### config.mk
export PLATFORM = sky130hd
export DESIGN_NAME = cat_drop_ctl
export DESIGN_NICKNAME = d
export VERILOG_FILES = /design/src/rtl/cat_drop_ctl.sv
export SDC_FILE = /design/constraint.sdc
export NUM_CORES = 1
export LEC_CHECK = 0
export ABC_AREA = 1
export BUFFER_PORTS_ARGS = -buffer_cell sky130_fd_sc_hd__buf_2
export CAP_MARGIN = 20
export CORE_ASPECT_RATIO = 1.5
export CORE_UTILIZATION = 28
export DETAILED_ROUTE_END_ITERATION = 8
export MAX_ROUTING_LAYER = met4
export PLACE_DENSITY = 0.51
export RECOVER_POWER = 100
export SYNTH_ARGS = -nofsm -noshare
export SYNTH_HDL_FRONTEND = slang
export SYNTH_SLANG_ARGS = --single-unit
### constraint.sdc
create_clock -name pclk -period 3.7 [get_ports pclk]
set_clock_uncertainty 0.15 [all_clocks]
set_input_delay 0.74 -clock pclk [delete_from_list [all_inputs] [get_ports pclk]]
set_output_delay 0.74 -clock pclk [all_outputs]
set_load 0.005 [all_outputs]
### src/rtl/cat_drop_ctl.sv
// Falling-cat position controller: per-frame gravity fall, landing pulse, and an
// LFSR-chosen drop column, gated by the game FSM's run enable.
module cat_drop_ctl #(
  parameter int unsigned FLOOR_Y     = 536,
  parameter int unsigned START_Y     = 0,
  parameter int unsigned X_MAX       = 736,
  parameter int unsigned X_INIT      = 368,
  parameter int unsigned ACCEL       = 16,
  parameter int unsigned V_MAX       = 256,
  parameter int unsigned HOLD_FRAMES = 30,
  parameter logic [9:0]  LFSR_SEED   = 10'h2A5
) (
  input  logic        pclk,
  input  logic        rst,
  input  logic        vblnk_in,
  input  logic        on,
  output logic [11:0] xpos,
  output logic [11:0] ypos,
  output logic        finish,
  output logic [7:0]  drops,
  output logic [1:0]  state_dbg
);

  typedef enum logic [1:0] {
    IDLE   = 2'b00,
    FALL   = 2'b01,
    LANDED = 2'b10
  } state_t;

  localparam logic [11:0] FLOOR_ROW = 12'(FLOOR_Y);
  localparam logic [15:0] START_FP  = 16'(START_Y * 16);
  localparam logic [15:0] FLOOR_FP  = 16'(FLOOR_Y * 16);
  localparam logic [11:0] ACCEL_V   = 12'(ACCEL);
  localparam logic [11:0] VMAX_V    = 12'(V_MAX);
  localparam logic [11:0] X_INIT_V  = 12'(X_INIT);
  localparam logic [11:0] X_MAX_V   = 12'(X_MAX);
  localparam logic [7:0]  HOLD_LAST = 8'(HOLD_FRAMES - 1);

  state_t      state, state_n;
  logic [11:0] vel, vel_n;
  logic [15:0] y_fp, y_fp_n;
  logic [7:0]  hold_cnt, hold_n;
  logic [11:0] x_n;
  logic        fin_n;
  logic [7:0]  drops_n;
  logic [9:0]  lfsr;
  logic        vblnk_q;
  logic        tick;

  logic [11:0] vel_sum, vel_cap, lfsr_w, col;
  logic [15:0] y_try;

  assign tick      = vblnk_in & ~vblnk_q;
  assign ypos      = y_fp[15:4];
  assign state_dbg = state;

  assign lfsr_w  = {2'b00, lfsr};
  assign col     = (lfsr_w <= X_MAX_V) ? lfsr_w : lfsr_w - (X_MAX_V + 12'd1);
  // Cap is chosen from the uncapped sum, so vel never wraps past V_MAX.
  assign vel_sum = vel + ACCEL_V;
  assign vel_cap = (vel_sum >= VMAX_V) ? VMAX_V : vel_sum;
  assign y_try   = y_fp + {4'b0000, vel_cap};

  always_ff @(posedge pclk or posedge rst) begin
    if (rst) begin
      state    <= IDLE;
      vel      <= '0;
      y_fp     <= START_FP;
      hold_cnt <= '0;
      xpos     <= X_INIT_V;
      finish   <= 1'b0;
      drops    <= '0;
      lfsr     <= LFSR_SEED;
      vblnk_q  <= 1'b0;
    end else begin
      state    <= state_n;
      vel      <= vel_n;
      y_fp     <= y_fp_n;
      hold_cnt <= hold_n;
      xpos     <= x_n;
      finish   <= fin_n;
      drops    <= drops_n;
      lfsr     <= {lfsr[8:0], lfsr[9] ^ lfsr[6]};
      vblnk_q  <= vblnk_in;
    end
  end

  always_comb begin
    state_n = state;
    vel_n   = vel;
    y_fp_n  = y_fp;
    hold_n  = hold_cnt;
    x_n     = xpos;
    fin_n   = 1'b0;
    drops_n = drops;

    // Losing the run enable overrides everything, including a landing tick.
    if (!on) begin
      state_n = IDLE;
      y_fp_n  = START_FP;
      vel_n   = '0;
    end else if (tick) begin
      case (state)
        IDLE: begin
          state_n = FALL;
        end
        FALL: begin
          if (y_try[15:4] >= FLOOR_ROW) begin
            y_fp_n  = FLOOR_FP;
            vel_n   = '0;
            hold_n  = '0;
            state_n = LANDED;
            fin_n   = 1'b1;
            drops_n = (drops == 8'hFF) ? drops : drops + 8'd1;
          end else begin
            vel_n  = vel_cap;
            y_fp_n = y_try;
          end
        end
        LANDED: begin
          hold_n = hold_cnt + 8'd1;
          if (hold_cnt == HOLD_LAST) begin
            x_n     = col;
            y_fp_n  = START_FP;
            vel_n   = '0;
            state_n = FALL;
          end
        end
        default: begin
          state_n = IDLE;
        end
      endcase
    end
  end

endmodule

==> Word-level counts from Yosys, hierarchy flattened <==
Index checks and enable logic that the tools add are counted.
{ "word_totals": {"reg_bits": 70, "word_cells": 60} }
{ "classes": {"order_cmp": 3, "n_reduce_logical": 7, "mux": 23, "bitwise_logic": 4, "eq_ne": 9, "addsub": 5} }
{ "ops": {"columns": ["op", "n"], "rows": [
  ["2-to-1 mux 12 bit", 6],
  ["2-to-1 mux 16 bit", 4],
  ["case mux 16 bit (2 select lines)", 1],
  ["case mux 12 bit (2 select lines)", 1],
  ["adder 16 x 12 -> 16 bit", 1],
  ["adder 8 x 1 -> 8 bit, second input constant", 2],
  ["case mux 8 bit (2 select lines)", 1],
  ["adder 12 x 5 -> 12 bit, second input constant", 1],
  [">= comparator 12 x 10 -> 1 bit, second input constant", 1],
  [">= comparator 12 x 9 -> 1 bit, second input constant", 1],
  ["subtractor 10 x 10 -> 11 bit, second input constant", 1],
  ["<= comparator 10 bit, second input constant", 1],
  ["equality test 8 x 5 -> 1 bit, second input constant", 1],
  ["equality test 8 bit, second input constant", 1],
  ["2-to-1 mux 2 bit", 4],
  ["2-to-1 mux 8 bit", 1],
  ["AND reduction 4 bit", 2],
  ["!= test 3 bit, second input constant", 2],
  ["case mux 2 bit (3 select lines)", 1],
  ["AND reduction 3 bit", 2],
  ["AND reduction 5 bit", 1],
  ["2-to-1 mux 1 bit", 4],
  ["!= test 3 x 1 -> 1 bit, second input constant", 1],
  ["equality test 2 x 1 -> 1 bit, second input constant", 1],
  ["other kinds (8)", 9]
]} }

==> Depth between registers and ports, before layout <==
{ "depth": {"ltp_word": 9, "mapped_depth": 32, "mapped_depth_nobuf": 30} }

==> Least setup slack after synthesis <==
No wires, ideal clock.
{ "synth_timing": {"path_kind": "register -> register", "startpoint": "register vel[4]", "endpoint": "register y_fp[13]", "required_time_ps": 3430, "arrival_ps": 3297, "setup_ps": 120, "path_stages_with_launch": 31, "n_path_buf": 2, "period_less_slack_ps": 3567, "slack_ps": 133, "cell_sequence": "dfrtp_1 ha_1 nand2_1 nor2_2 nand2_1 nand2_1 nand3_2 nor2_4 buf_6 inv_1 nor2_1 ha_1 inv_1 fa_1 o21bai_1 nand2_1 nand2_2 nand2_1 nand2_1 nand3_1 nand2_1 nand2_1 nand2_1 nand2_1 nor2_1 nand2_1 nand2_4 nand2_4 buf_6 o21ai_1 nand2_1"} }
{ "synth_between": {"elab_chain_len": 9} }
{ "synth_rtl": {"columns": ["item", "line", "text"], "rows": [
  ["start: declaration", "40", "logic [11:0] vel, vel_n;"],
  ["start signal: assignment", "77", "vel <= vel_n;"],
  ["adder 12 x 5 -> 12 bit (*)", "60", "assign vel_sum = vel + ACCEL_V;"],
  [">= comparator 12 x 9 -> 1 bit", "61", "assign vel_cap = (vel_sum >= VMAX_V) ? VMAX_V : vel_sum;"],
  ["2-to-1 mux 12 bit (*)", "61", null],
  ["adder 16 x 12 -> 16 bit (*)", "62", "assign y_try = y_fp + {4'b0000, vel_cap};"],
  [">= comparator 12 x 10 -> 1 bit", "108", "if (y_try[15:4] >= FLOOR_ROW) begin"],
  ["2-to-1 mux 16 bit (*)", "108", null],
  ["case mux 16 bit (2 select lines) (*)", "103", "case (state)"],
  ["2-to-1 mux 16 bit (*)", "102", "end else if (tick) begin"],
  ["2-to-1 mux 16 bit (*)", "98", "if (!on) begin"],
  ["end signal: assignment", "78", "y_fp <= y_fp_n;"],
  ["end: declaration", "41", "logic [15:0] y_fp, y_fp_n;"]
]} }
Mark *: on every way between the ends. The rest lies on a longest branch, timed or not. The select of a mux whose other input is x is not followed.
A chain may end at the register's enable or synchronous reset.

==> Final worst setup path <==
{ "layout_timing": {"startpoint": "register vel[4]", "endpoint": "register y_fp[12]"} }
Same word-level chain as after synthesis.

==> results.md <==
* Worst setup SP type: flop
* Total track usage at 0.1495
* DRT Pass-1 Iters at 4
* DPL Wire Length at 7974 um
* TNS Setup at 0 ps
* Comb power frac at 0.091
* Critical Path Fanout Max at 7
* Initial core utilization at 0.2856
* Worst Tran Pin Value at 1615 ps
* Io pins at 39
* Kind of critical path: flop to flop
* I/O Buffers at 38
* Setup repair after global routing missed its margin: yes
* Antenna viol nets, final at 0
* CP Data Arrival Time at 3750 ps
* # diodes at 0
* CP required at 3800 ps
* Largest net degree at the start of global routing at 29
* Yosys warnings at 0
* Final Max Tran Viols at 29
* Root Buffer: clkbuf_16
* Core area at 0.01507 mm2
* Sequential-to-total area share from yosys stat at 0.4038
* Fmax at 0.2741 GHz
* Placer congestion estimate at 0.8851
* Final Power at 1.887 mW
* Failing checks: capacitance limit, slew limit
* Synthesis-to-finish area growth at 21.16%
* Fin crit share at 0.9861
* Avg WL per Cell at 12.84 um
* Post-synthesis cell type count at 38
* Starting DRT DRC Count at 120
* FF+latch count, synth at 69
* Net Sw Frac at 0.2396
* # H-tree levels at 3
* Clock Power Share at 0.492
* Worst path max stage delay at 420 ps
* Status: finished, violations left
* FF-to-FF path depth at 29
* Residual DRC at 0
* Clk_lat worst skew at 330 ps
* Die Height at 153.9 um
* Hold Crit Class: flop to flop
* Routed wire length at 10540 um
* Vias after detailed routing at 3767
* Crit. End Element: flop
* Sequential power share at 0.417
* Pleak at 2.561 nW
* First-pass GRT wire length at 17690 um
* Global route overflow at 0
* Die ar. at 0.01588 mm2
* Slowest stage cell on the critical path: dfrtp_1
* DP Area at 0.004702 mm2
* Fillers at 1576
* Post-route design area at 0.005215 mm2
* Vias per cell at 4.588
* CTS tree: yes
* Fin. Hold Viols at 0
* Chip width at 103.2 um
* Post-synth design cell area at 0.004304 mm2
* Ratio of cells with drive above 1 in the final layout at 0.2010
* Initial antenna violation count at 0
* Most frequent CP cell: nand2_1
* Clock buffer depth at 2
* Synth Instances at 564
* P per Cell Area at 361.8 mW/mm2
* Worst VDD drop at 0.0001869 V
* Clk pin slew, worst setup/hold paths at 60 ps
* Max-cap violations at 1
* Site row count at 55
* Switching pwr at 452.0 uW
* Total clock sinks at 69
* Post-Syn Area per Cell at 7.631 um2
* CTS Buf Count at 9
* # nets final at 635
* Final setup fails at 0
* Vias in the first global route at 3791
* Hold depth at 0
* Relative slew slack at -0.07649
* Final Critical Period at 3648 ps
* Internal Power at 1.435 mW
-- critical path: cells and delay by family, from the launching register on --
kind            cells  cell delay [ps]
flops               1              420
buf+inv             2              100
fa+ha+maj           3              710
simple gates       22             1970
compound gates      2              230
-- power by group through the flow --
stage / logic (mW) / clock network [mW] / registers (mW)
global placement: 0.166 / 0 / 0.798
floorplan: 0.117 / 0 / 0.798
CTS: 0.169 / 0.965 / 0.786
finish: 0.172 / 0.929 / 0.786
global route: 0.197 / 0.985 / 0.788
detailed placement: 0.166 / 0 / 0.799
-- metrics by stage --
step,setup WS [ps],hold slack [ps],utilization,instances
2_1_floorplan,132.9,245.0,-,566
4_1_cts,-9.531,261.8,0.3393,818
3_3_place_gp,17.62,249.1,0.3120,796
5_1_grt,-250.1,291.7,0.3460,821
6_report,51.58,272.8,0.3460,821
3_5_place_dp,-70.09,257.0,0.3120,796
-- flip-flops by register name, summed over array words and instances, names as in the netlist --
register,count
hold_cnt,8
drops,8
y_fp,16
vblnk_q,1
xpos,11
lfsr,10
finish,1
state_dbg,2
vel,12
-- final cells by class --
type	count	area, um2	share of cell area
clock inverter	4	72.57	0.01392
tap	199	249.0	0.04774
multi-input combinational	404	2306	0.4422
clock buffer	12	246.5	0.04726
inverter	75	281.5	0.05398
sequential	69	1738	0.3333
timing repair buffer	58	321.6	0.06166
-- cell families (layout without fill, tap and decap cells) --
group	count (synthesis)	in the layout	synth area share
AO/OA/AOI/OAI	47	47	0.06134
XOR/XNOR	25	25	0.05087
adder cells (fa/ha/maj)	14	14	0.04244
buffers and inverters	93	149	0.09593
flip-flops	69	69	0.4038
other	1	3	0.0008713
AND/OR/NAND/NOR	315	315	0.3448
-- final timing paths --
kind,from,to,slack [ps]
max in group asynchronous,rst,vel[4],970
hold / removal,lfsr[0],lfsr[1],270
hold reg to reg,lfsr[0],lfsr[1],270
setup reg to reg,vel[4],y_fp[12],50
min in group asynchronous,rst,drops[1],440
setup / recovery,vel[4],y_fp[12],50
-- placed cells by master (no fill, tap or decap), types with 2 or more instances in the layout --
master | Yosys | final
dfstp_2 | 9 | 3
buf_4 | 13 | 17
conb_1 | 1 | 3
o21bai_1 | 2 | 2
o21ai_0 | 11 | 7
dfrtp_1 | 60 | 60
nand3_4 | 0 | 2
clkbuf_16 | 0 | 9
xor2_1 | 20 | 20
o21ai_2 | 1 | 5
buf_2 | 0 | 19
nand3_1 | 43 | 39
o22ai_1 | 5 | 2
a21oi_2 | 0 | 3
o211ai_1 | 2 | 2
nand4_1 | 15 | 15
dfstp_1 | 0 | 6
nor2_4 | 3 | 4
nand3b_1 | 3 | 3
nand2_1 | 161 | 155
o22ai_2 | 0 | 3
xnor2_1 | 5 | 5
nor2_1 | 45 | 43
nor2_2 | 6 | 7
nor3_1 | 3 | 3
nand3_2 | 10 | 12
ha_1 | 13 | 11
inv_1 | 73 | 71
nor4_1 | 3 | 3
clkbuf_1 | 3 | 23
o21ai_1 | 8 | 8
a21oi_1 | 15 | 12
nand2_4 | 2 | 2
bufinv_16 | 0 | 2
inv_2 | 2 | 4
nand2_2 | 17 | 22
-- cell usage after synthesis --
| library cell | instances | share of area |
|---|---|---|
| a211oi_1 | 1 | 0.0017 |
| a21o_1 | 1 | 0.0017 |
| a21oi_1 | 15 | 0.017 |
| and2_0 | 1 | 0.0015 |
| buf_4 | 13 | 0.023 |
| buf_6 | 2 | 0.0052 |
| clkbuf_1 | 3 | 0.0026 |
| conb_1 | 1 | 0.00087 |
| dfrtp_1 | 60 | 0.35 |
| dfstp_2 | 9 | 0.055 |
| fa_1 | 1 | 0.0047 |
| ha_1 | 13 | 0.038 |
| inv_1 | 73 | 0.064 |
| inv_2 | 2 | 0.0017 |
| nand2_1 | 161 | 0.14 |
| nand2_2 | 17 | 0.025 |
| nand2_4 | 2 | 0.0052 |
| nand3_1 | 43 | 0.050 |
| nand3_2 | 10 | 0.023 |
| nand3b_1 | 3 | 0.0052 |
| nand4_1 | 15 | 0.022 |
| nand4_2 | 1 | 0.0029 |
| nor2_1 | 45 | 0.039 |
| nor2_2 | 6 | 0.0087 |
| nor2_4 | 3 | 0.0078 |
| nor2_8 | 1 | 0.0047 |
| nor3_1 | 3 | 0.0035 |
| nor4_1 | 3 | 0.0044 |
| o211ai_1 | 2 | 0.0035 |
| o21ai_0 | 11 | 0.013 |
| o21ai_1 | 8 | 0.0093 |
| o21ai_2 | 1 | 0.0020 |
| o21bai_1 | 2 | 0.0035 |
| o22ai_1 | 5 | 0.0073 |
| o41ai_1 | 1 | 0.0020 |
| or2_2 | 1 | 0.0015 |
| xnor2_1 | 5 | 0.010 |
| xor2_1 | 20 | 0.041 |
-- routing by layer --
metal | wire [um] | GRT usage
met2 | 5670 | 0.2641
met4 | 313 | 0.06841
met3 | 288 | 0.02682
met1 | 4267 | 0.1579
met5 | 0 | -
-- repair_timing --
action | in CTS | in global routing
hold buffers | 0 | 0
pin swaps | 3 | 24
resized for setup | 7 | 31
buffers inserted | 6 | 3
endpoints found under the setup margin | 40 | 42
No activity file was read; power rests on OpenSTA's default activity.
